==> config.mk <==
export PLATFORM = sky130hd
export DESIGN_NAME = p_to_s
export DESIGN_NICKNAME = d
export VERILOG_FILES = /design/src/rtl/p_to_s.sv
export SDC_FILE = /design/constraint.sdc
export NUM_CORES = 1
export LEC_CHECK = 0
export ABC_AREA = 1
export BUFFER_PORTS_ARGS = -buffer_cell sky130_fd_sc_hd__buf_4
export CAP_MARGIN = 20
export CORE_UTILIZATION = 57
export DETAILED_ROUTE_END_ITERATION = 10
export PLACE_DENSITY = 0.78
export SETUP_SLACK_MARGIN = 0.02
export SYNTH_ARGS = -nofsm -noshare
export SYNTH_HDL_FRONTEND = slang
export SYNTH_SLANG_ARGS = --single-unit
==> constraint.sdc <==
create_clock -name clk -period 1.8 [get_ports clk]
set_input_delay 0.36 -clock clk [delete_from_list [all_inputs] [get_ports clk]]
set_output_delay 0.36 -clock clk [all_outputs]
set_load 0.02 [all_outputs]
==> src/rtl/p_to_s.sv <==
// Parallel-to-serial converter: WIDTH-bit words in over valid/ready, one bit
// per transfer out with a last-bit marker, plus a one-word holding buffer.
module p_to_s #(
    parameter int WIDTH     = 6,
    parameter bit MSB_FIRST = 1'b1
) (
    input  logic             clk,
    input  logic             rst,
    input  logic             valid_a,
    output logic             ready_a,
    input  logic [WIDTH-1:0] data_a,
    output logic             valid_b,
    input  logic             ready_b,
    output logic             data_b,
    output logic             last_b
);

    localparam int CNT_W = $clog2(WIDTH);
    localparam logic [CNT_W-1:0] LAST_CNT = CNT_W'(WIDTH - 1);

    // State encoding is {busy, hold_full}; {0,1} cannot occur.
    typedef enum logic [1:0] {
        IDLE  = 2'b00,
        SHIFT = 2'b10,
        FULL  = 2'b11
    } state_t;

    state_t             state;
    logic [WIDTH-1:0]   shifter;
    logic [WIDTH-1:0]   hold;
    logic [CNT_W-1:0]   cnt;

    logic               busy;
    logic               hold_full;
    logic               accept;
    logic               xfer;
    logic               final_xfer;
    logic               out_bit;
    logic [WIDTH-1:0]   shifted;

    assign busy       = (state != IDLE);
    assign hold_full  = (state == FULL);

    assign ready_a    = !hold_full && !rst;
    assign accept     = valid_a && ready_a;

    // Outputs are forced quiet during the reset cycle even if a word was mid-flight.
    assign valid_b    = busy && !rst;
    assign xfer       = valid_b && ready_b;
    assign final_xfer = xfer && (cnt == LAST_CNT);

    assign out_bit    = MSB_FIRST ? shifter[WIDTH-1] : shifter[0];
    assign data_b     = valid_b && out_bit;
    assign last_b     = valid_b && (cnt == LAST_CNT);

    assign shifted    = MSB_FIRST ? {shifter[WIDTH-2:0], 1'b0}
                                  : {1'b0, shifter[WIDTH-1:1]};

    always_ff @(posedge clk) begin
        if (rst) begin
            state   <= IDLE;
            shifter <= '0;
            hold    <= '0;
            cnt     <= '0;
        end else begin
            case (state)
                IDLE: begin
                    if (accept) begin
                        shifter <= data_a;
                        cnt     <= '0;
                        state   <= SHIFT;
                    end
                end
                SHIFT: begin
                    if (final_xfer) begin
                        // A word accepted on the final-bit edge goes straight in, keeping output gap-free.
                        if (accept) begin
                            shifter <= data_a;
                        end else begin
                            shifter <= '0;
                            state   <= IDLE;
                        end
                        cnt <= '0;
                    end else begin
                        if (xfer) begin
                            shifter <= shifted;
                            cnt     <= cnt + CNT_W'(1);
                        end
                        if (accept) begin
                            hold  <= data_a;
                            state <= FULL;
                        end
                    end
                end
                FULL: begin
                    if (final_xfer) begin
                        shifter <= hold;
                        hold    <= '0;
                        cnt     <= '0;
                        state   <= SHIFT;
                    end else if (xfer) begin
                        shifter <= shifted;
                        cnt     <= cnt + CNT_W'(1);
                    end
                end
                default: begin
                    state <= IDLE;
                end
            endcase
        end
    end

endmodule

==> parameters.txt, run 1 <==
Parameter                              Value

Global routing
  Number of antenna violations at the first check in global routing ... 0
  GRT overflow ... 0
  Global Route Usage Sum ... 26.4%
  Pin count of the biggest net entering global routing ... 13
  Via count of the first global-routing pass ... 951
  Global-route wire length before repair ... 4170 um

Power
  P_leak ... 0.000715 uW
  Max VDD drop ... 1010 uV
  Net switching fraction of the power ... 44.7%
  Share of total power in combinational logic ... 56.5%
  Internal power ... 1100 uW
  Psw ... 887 uW
  Share of power burned in registers ... 32.9%
  Cell Pwr Density ... 1380 nW/um^2
  Clock network fraction of total power ... 10.5%

Critical path
  Crit path required time ... 1440 ps
  Type of element launching the critical path ... flip-flop
  Type of element capturing the critical path ... output pin
  CP max-delay cell ... sky130_fd_sc_hd__dfxtp_1
  Maximum cell stage delay along the critical path ... 400 ps
  Arrival @ worst endpoint ... 1390 ps
  CP Max Fanout ... 4
  Worst Path Class, Setup ... flip-flop to output pin
  Ordered list of cells on the worst path ... ha_1 > nand2_1 > nor3_2 > buf_4

Synth
  Cell area after synthesis ... 1200 sq um
  Mux contribution to synthesized area ... 0%
  Cell type contributing the most total cell area after synthesis ... sky130_fd_sc_hd__dfxtp_1
  Cell variety after synth ... 28
  Number of synthesis warnings ... 0
  Sequential area share after synthesis ... 28.3%
  Combinational family with the most area after synthesis ... simple AND/OR/NAND/NOR gates
  Adder-cell share of the synthesized area ... 6.25%
  Simple-Gate Fraction of Synth Area ... 41.9%
  Number of cells produced by synthesis ... 182
  Async set or reset register ratio after synthesis ... 0%
  Area share of the largest cell type after synthesis ... 28.3%
  Post-synthesis compound-gate area fraction ... 14.2%
  Top post-synthesis cells by area ... sky130_fd_sc_hd__dfxtp_1 (28%), sky130_fd_sc_hd__nand2_1 (18%), sky130_fd_sc_hd__nand3_1 (6.7%)
  Yosys reg bits ... 17
  Primary flip-flop cell chosen by synthesis mapping ... sky130_fd_sc_hd__dfxtp_1
  Net count of the mapped netlist ... 198
  Syn avg cell area ... 6.60 sq um
  Xor and xnor fraction of the mapped netlist area ... 0.729%
  Most frequent cell after synthesis ... sky130_fd_sc_hd__nand2_1
  Synth top cells by count ... sky130_fd_sc_hd__nand2_1 (58), sky130_fd_sc_hd__nor2_1 (21), sky130_fd_sc_hd__dfxtp_1 (17)
  Number of flops mapped to enable cells by yosys ... 0

Finish
  Number of antenna diodes ... 0
  Post-layout net count ... 220
  Layout overhead on the synthesized area ... 20.1%
  Final std cells w/o fill ... 230
  Util after Layout ... 73.5%
  Final Instance Area ... 1440 sq um
  Fraction of layout instances using a drive strength above 1 ... 21.7%

Clock network
  Maximum clock insertion buffer count ... 2
  Root cell of the clock tree ... sky130_fd_sc_hd__clkbuf_4
  Max H-tree Level ... 1
  Clock sink count ... 17
  TritonCTS clock tree ... yes
  Clock latency at the later pin of the worst-skew pair ... 290 ps
  Cts bufs inserted ... 3
  Clock transition time at the flip-flop clock pins of the worst setup and hold paths ... 100 ps
  Number of buffers inserted by hold repair at cts ... 0

Detailed routing
  Via density per instance ... 5.34
  Via count ... 1228
  Remaining number of nets flagged by the antenna check after routing ... 0
  Total wirelength of the detailed-routed design ... 2880 um
  DRT Pass-1 Iters ... 4
  Average wire length per cell after detail routing ... 12.5 um
  Iter 0 DRT Violations ... 47
  Remaining routing DRC violations ... 0

STA
  Number of failing setup endpoints in the final timing report ... 0
  Actual slew at the worst max-slew pin ... 325 ps
  Hold Fails Final Rpt ... 0
  Setup repair after global routing missed its margin ... true
  Crit path time final ... 1750 ps
  Final slew viol count ... 0
  Worst Hold Slack ... 324 ps
  Period Utilization, post-route ... 97.3%
  Setup skew after layout ... 1.76 ps
  Final sum of negative setup slack ... 0 ps
  Fmax ... 0.571 GHz
  Normalized max-slew margin ... 78.3%

Place
  HPWL reported at the end of detailed placement ... 2070 um
  Weighted congestion at the end of routability-driven global placement ... 0.932
  Number of placed cells counting well taps ... 224
  Cell area after placement ... 1340 sq um
  Quantity of I/O buffers inserted on ports ... 13

Floorplan
  Chip height ... 47.9 um
  Row cnt ... 16
  Die boundary width ... 47.9 um
  Floorplan Core Area ... 1960 sq um
  Die Footprint ... 2290 sq um
  Initial Util ... 61.2%
  Number of primary I/O pins ... 14

Job
  # Max-Cap Violations ... 0

Worst hold path
  Class of the tightest hold or removal check ... input pin to flip-flop

Status
  Status ... finished, final reports clean
-- power by group through the flow --
stage | logic (uW) | clock network, uW | registers, uW
2_1_floorplan | 798 | 0 | 617
3_3_place_gp | 962 | 0 | 641
3_5_place_dp | 999 | 0 | 650
4_1_cts | 1040 | 218 | 643
5_1_grt | 1250 | 237 | 671
6_report | 1120 | 209 | 654
-- sequential cells by signal, summed over array words and instances (netlist names) --
signal	count
cnt	3
shifter	6
hold	6
state	2
-- metal layers --
layer	vias up	routed length (um)	part of all wire [%]	track usage, %
li1	630	-	-	-
met1	541	1300	45	36.1
met2	47	1330	46	39.5
met3	10	156	5.4	3.40
met4	0	98	3.4	15.6
met5	-	0	0	0
-- path summary, 6_finish.rpt --
kind / start / cells after the start / slack (ps) / to
setup / recovery: cnt[0] / 4 / 50 / last_b
hold / removal: rst / 2 / 320 / cnt[2]
hold reg to reg: cnt[0] / 2 / 500 / cnt[0]
setup reg to reg: cnt[0] / 10 / 150 / shifter[5]
-- timing repair --
action | in CTS | in global routing
resized for setup | 6 | 9
endpoints found under the setup margin | 6 | 11
endpoints found under the hold margin | 0 | 0
pin swaps | 0 | 2
buffers inserted | 1 | 1
-- critical path, delay by kind of cell, from the launching register on --
kind,cells,cell delay [ps]
simple gates,2,340
fa+ha+maj,1,190
buf+inv,1,170
flops,1,400
-- layout by cell type, fill, tap and decap left out, drive strengths merged --
master  count
nand2      62
nor2       25
buf        21
nand3      18
dfxtp      17
inv        17
o21ai      11
a21oi       8
a21boi      6
ha          6
clkbuf      4
o22ai       3
nor3b       1
nor3        1
nand3b      1
o21a        1
xor2        1
-- layout make-up --
| type | count | area [sq um] |
|---|---|---|
| fill | 174 | 519 |
| multi-input combinational | 144 | 795 |
| timing repair buffer | 21 | 174 |
| inverter | 17 | 68.8 |
| tap | 27 | 33.8 |
| clock buffer | 4 | 26.3 |
| sequential | 17 | 345 |
-- logic make-up (layout without fill, tap and decap cells) --
logic type	Yosys count	after routing
AO/OA/AOI/OAI	29	29
XOR/XNOR	1	1
adder cells (fa/ha/maj)	6	6
buffers and inverters	21	42
flip-flops	17	17
AND/OR/NAND/NOR	108	108
-- per-stage QoR --
step                setup slack [ps]  power, uW
global route                   -36.8       2160
finish                          47.9       1990
global placement                67.7       1600
CTS                             32.9       1900
floorplan                       89.6       1420
detailed placement            -0.715       1650
No activity file was read; power rests on OpenSTA's default activity.
==> inputs of run 2 (changes only) <==
--- a/config.mk
+++ b/config.mk
@@ -6,11 +6,12 @@
 export NUM_CORES = 1
 export LEC_CHECK = 0
 export ABC_AREA = 1
-export BUFFER_PORTS_ARGS = -buffer_cell sky130_fd_sc_hd__buf_4
 export CAP_MARGIN = 20
-export CORE_UTILIZATION = 57
+export CORE_UTILIZATION = 65
+export CTS_BUF_LIST = sky130_fd_sc_hd__clkbuf_2
 export DETAILED_ROUTE_END_ITERATION = 10
-export PLACE_DENSITY = 0.78
+export DONT_BUFFER_PORTS = 1
+export PLACE_DENSITY = 0.81
 export SETUP_SLACK_MARGIN = 0.02
 export SYNTH_ARGS = -nofsm -noshare
 export SYNTH_HDL_FRONTEND = slang
==> parameters.txt, run 2 (synthesis gave the netlist of run 1 again) <==
Parameter                              Value

Status
  Status ... finished, final reports clean

Place
  Quantity of I/O buffers inserted on ports ... 0
  Number of placed cells counting well taps ... 213
  HPWL reported at the end of detailed placement ... 2050 um
  Weighted congestion at the end of routability-driven global placement ... 0.937
  Place WS ... 49.8 ps

Finish
  Top flop regs ... hold: 6 flops, shifter: 6 flops, cnt: 3 flops
  Layout overhead on the synthesized area ... 13.4%
  Most common library cell in the layout ignoring fill and taps ... sky130_fd_sc_hd__nand2_1
  Post-layout net count ... 211
  Leading cell types in the layout, fill and taps excluded ... sky130_fd_sc_hd__nand2_1 (58), sky130_fd_sc_hd__nor2_1 (21), sky130_fd_sc_hd__nand3_1 (16)
  Final std cells w/o fill ... 219
  Fraction of layout instances using a drive strength above 1 ... 19.6%
  Number of antenna diodes ... 0

Global routing
  GRT overflow ... 0
  Number of antenna violations at the first check in global routing ... 0
  Global Route Usage Sum ... 30.0%
  Global-route wire length before repair ... 4500 um
  Pin count of the biggest net entering global routing ... 13
  Via count of the first global-routing pass ... 1088

STA
  Fmax ... 0.578 GHz
  Number of failing setup endpoints in the final timing report ... 0
  Crit path time final ... 1730 ps
  Normalized max-slew margin ... 78.8%
  Post-route setup slack ... 69.9 ps
  Actual slew at the worst max-slew pin ... 318 ps
  Hold Fails Final Rpt ... 0
  Setup skew after layout ... 12.8 ps
  Period Utilization, post-route ... 96.1%
  Final slew viol count ... 0

Detailed routing
  Average wire length per cell after detail routing ... 13.0 um
  Remaining number of nets flagged by the antenna check after routing ... 0
  Remaining routing DRC violations ... 0
  Iter 0 DRT Violations ... 81
  DRT Pass-1 Iters ... 5
  Via count ... 1197
  Total wirelength of the detailed-routed design ... 2860 um
  Via density per instance ... 5.47

Power
  Share of total power in combinational logic ... 57.3%
  Net switching fraction of the power ... 45.5%
  Clock network fraction of total power ... 9.5%
  P_leak ... 0.000672 uW
  Share of power burned in registers ... 33.2%
  Internal power ... 1050 uW
  Cell Pwr Density ... 1420 nW/um^2
  Max VDD drop ... 883 uV
  Psw ... 877 uW

Worst hold path
  Class of the tightest hold or removal check ... input pin to flip-flop

Floorplan
  Chip height ... 45.0 um
  Number of primary I/O pins ... 14
  Floorplan Core Area ... 1730 sq um
  Initial Util ... 69.6%
  Row cnt ... 15
  Die Footprint ... 2020 sq um
  Die boundary width ... 45.0 um

Critical path
  Crit path required time ... 1440 ps
  Arrival @ worst endpoint ... 1370 ps
  Type of element capturing the critical path ... output pin
  Type of element launching the critical path ... flip-flop
  CP Max Fanout ... 4
  Worst Path Class, Setup ... flip-flop to output pin

Clock network
  Clock latency at the later pin of the worst-skew pair ... 300 ps
  Number of buffers inserted by hold repair at cts ... 0
  TritonCTS clock tree ... yes
  Maximum clock insertion buffer count ... 2
  Max H-tree Level ... 1
  Clock sink count ... 17
  Root cell of the clock tree ... sky130_fd_sc_hd__clkbuf_2
  Cts bufs inserted ... 3
  Clock transition time at the flip-flop clock pins of the worst setup and hold paths ... 180 ps

Job
  # Max-Cap Violations ... 0
==> run 2: cell types whose count changed in the layout (fill, tap and decap cells not counted), sizes merged <==
cell / previous run / this run
buf: 21 / 12
==> run 2: per-stage QoR <==
step           setup TNS [ps]  area (sq um)  total power (uW)  hold WS (ps)  util (%)
2_1_floorplan               0          1200              1420           458         -
3_3_place_gp                0          1270              1590           434      73.4
3_5_place_dp                0          1270              1620           436      73.4
4_1_cts                     0          1320              1840          91.7      76.4
5_1_grt                 -6.75          1360              2100          76.4      78.9
6_report                    0          1360              1930          97.2      78.9
==> run 2: metal layers <==
metal	wire [um]	up-vias	global-route usage, %	share of wire, %
met5	0	-	0	0
met1	1190	511	39.4	42
li1	-	607	-	-
met4	72	0	9.09	2.5
met2	1330	67	51.3	47
met3	260	12	3.60	9.1
==> run 2: power groups by stage <==
stage               Clock, uW  Combinational, uW  Sequential (uW)
CTS                       184               1030              629
floorplan                   0                798              617
detailed placement          0                977              646
finish                    184               1110              640
global placement            0                953              636
global route              202               1250              649
==> run 2: final cells by class <==
| type | count | area (sq um) |
|---|---|---|
| clock buffers | 4 | 20.0 |
| fillers | 124 | 364 |
| inverters | 17 | 63.8 |
| multi-input cells | 144 | 797 |
| flip-flops and latches | 17 | 345 |
| well taps | 25 | 31.3 |
| repair buffers | 12 | 105 |
==> run 2: path summary, 6_finish.rpt <==
check                               from        to  slack [ps]  cells after the start
worst min-delay path                 rst    cnt[2]         100                      1
worst max-delay path            state[1]    data_b          70                      5
worst max register to register  state[1]  state[0]         130                     11
worst min register to register    cnt[0]    cnt[0]         480                      2
==> run 2: what timing repair did <==
action,4_1_cts,5_1_grt
setup buffers,2,0
setup endpoints to repair,3,8
gates resized for setup,6,12
pin swaps,0,2
==> run 2: critical path: stages (launching register included) <==
cell,delay [ps]
sky130_fd_sc_hd__dfxtp_2,380
sky130_fd_sc_hd__inv_2,60
sky130_fd_sc_hd__ha_4,170
sky130_fd_sc_hd__buf_4,150
sky130_fd_sc_hd__nor3b_2,150
sky130_fd_sc_hd__buf_4,160
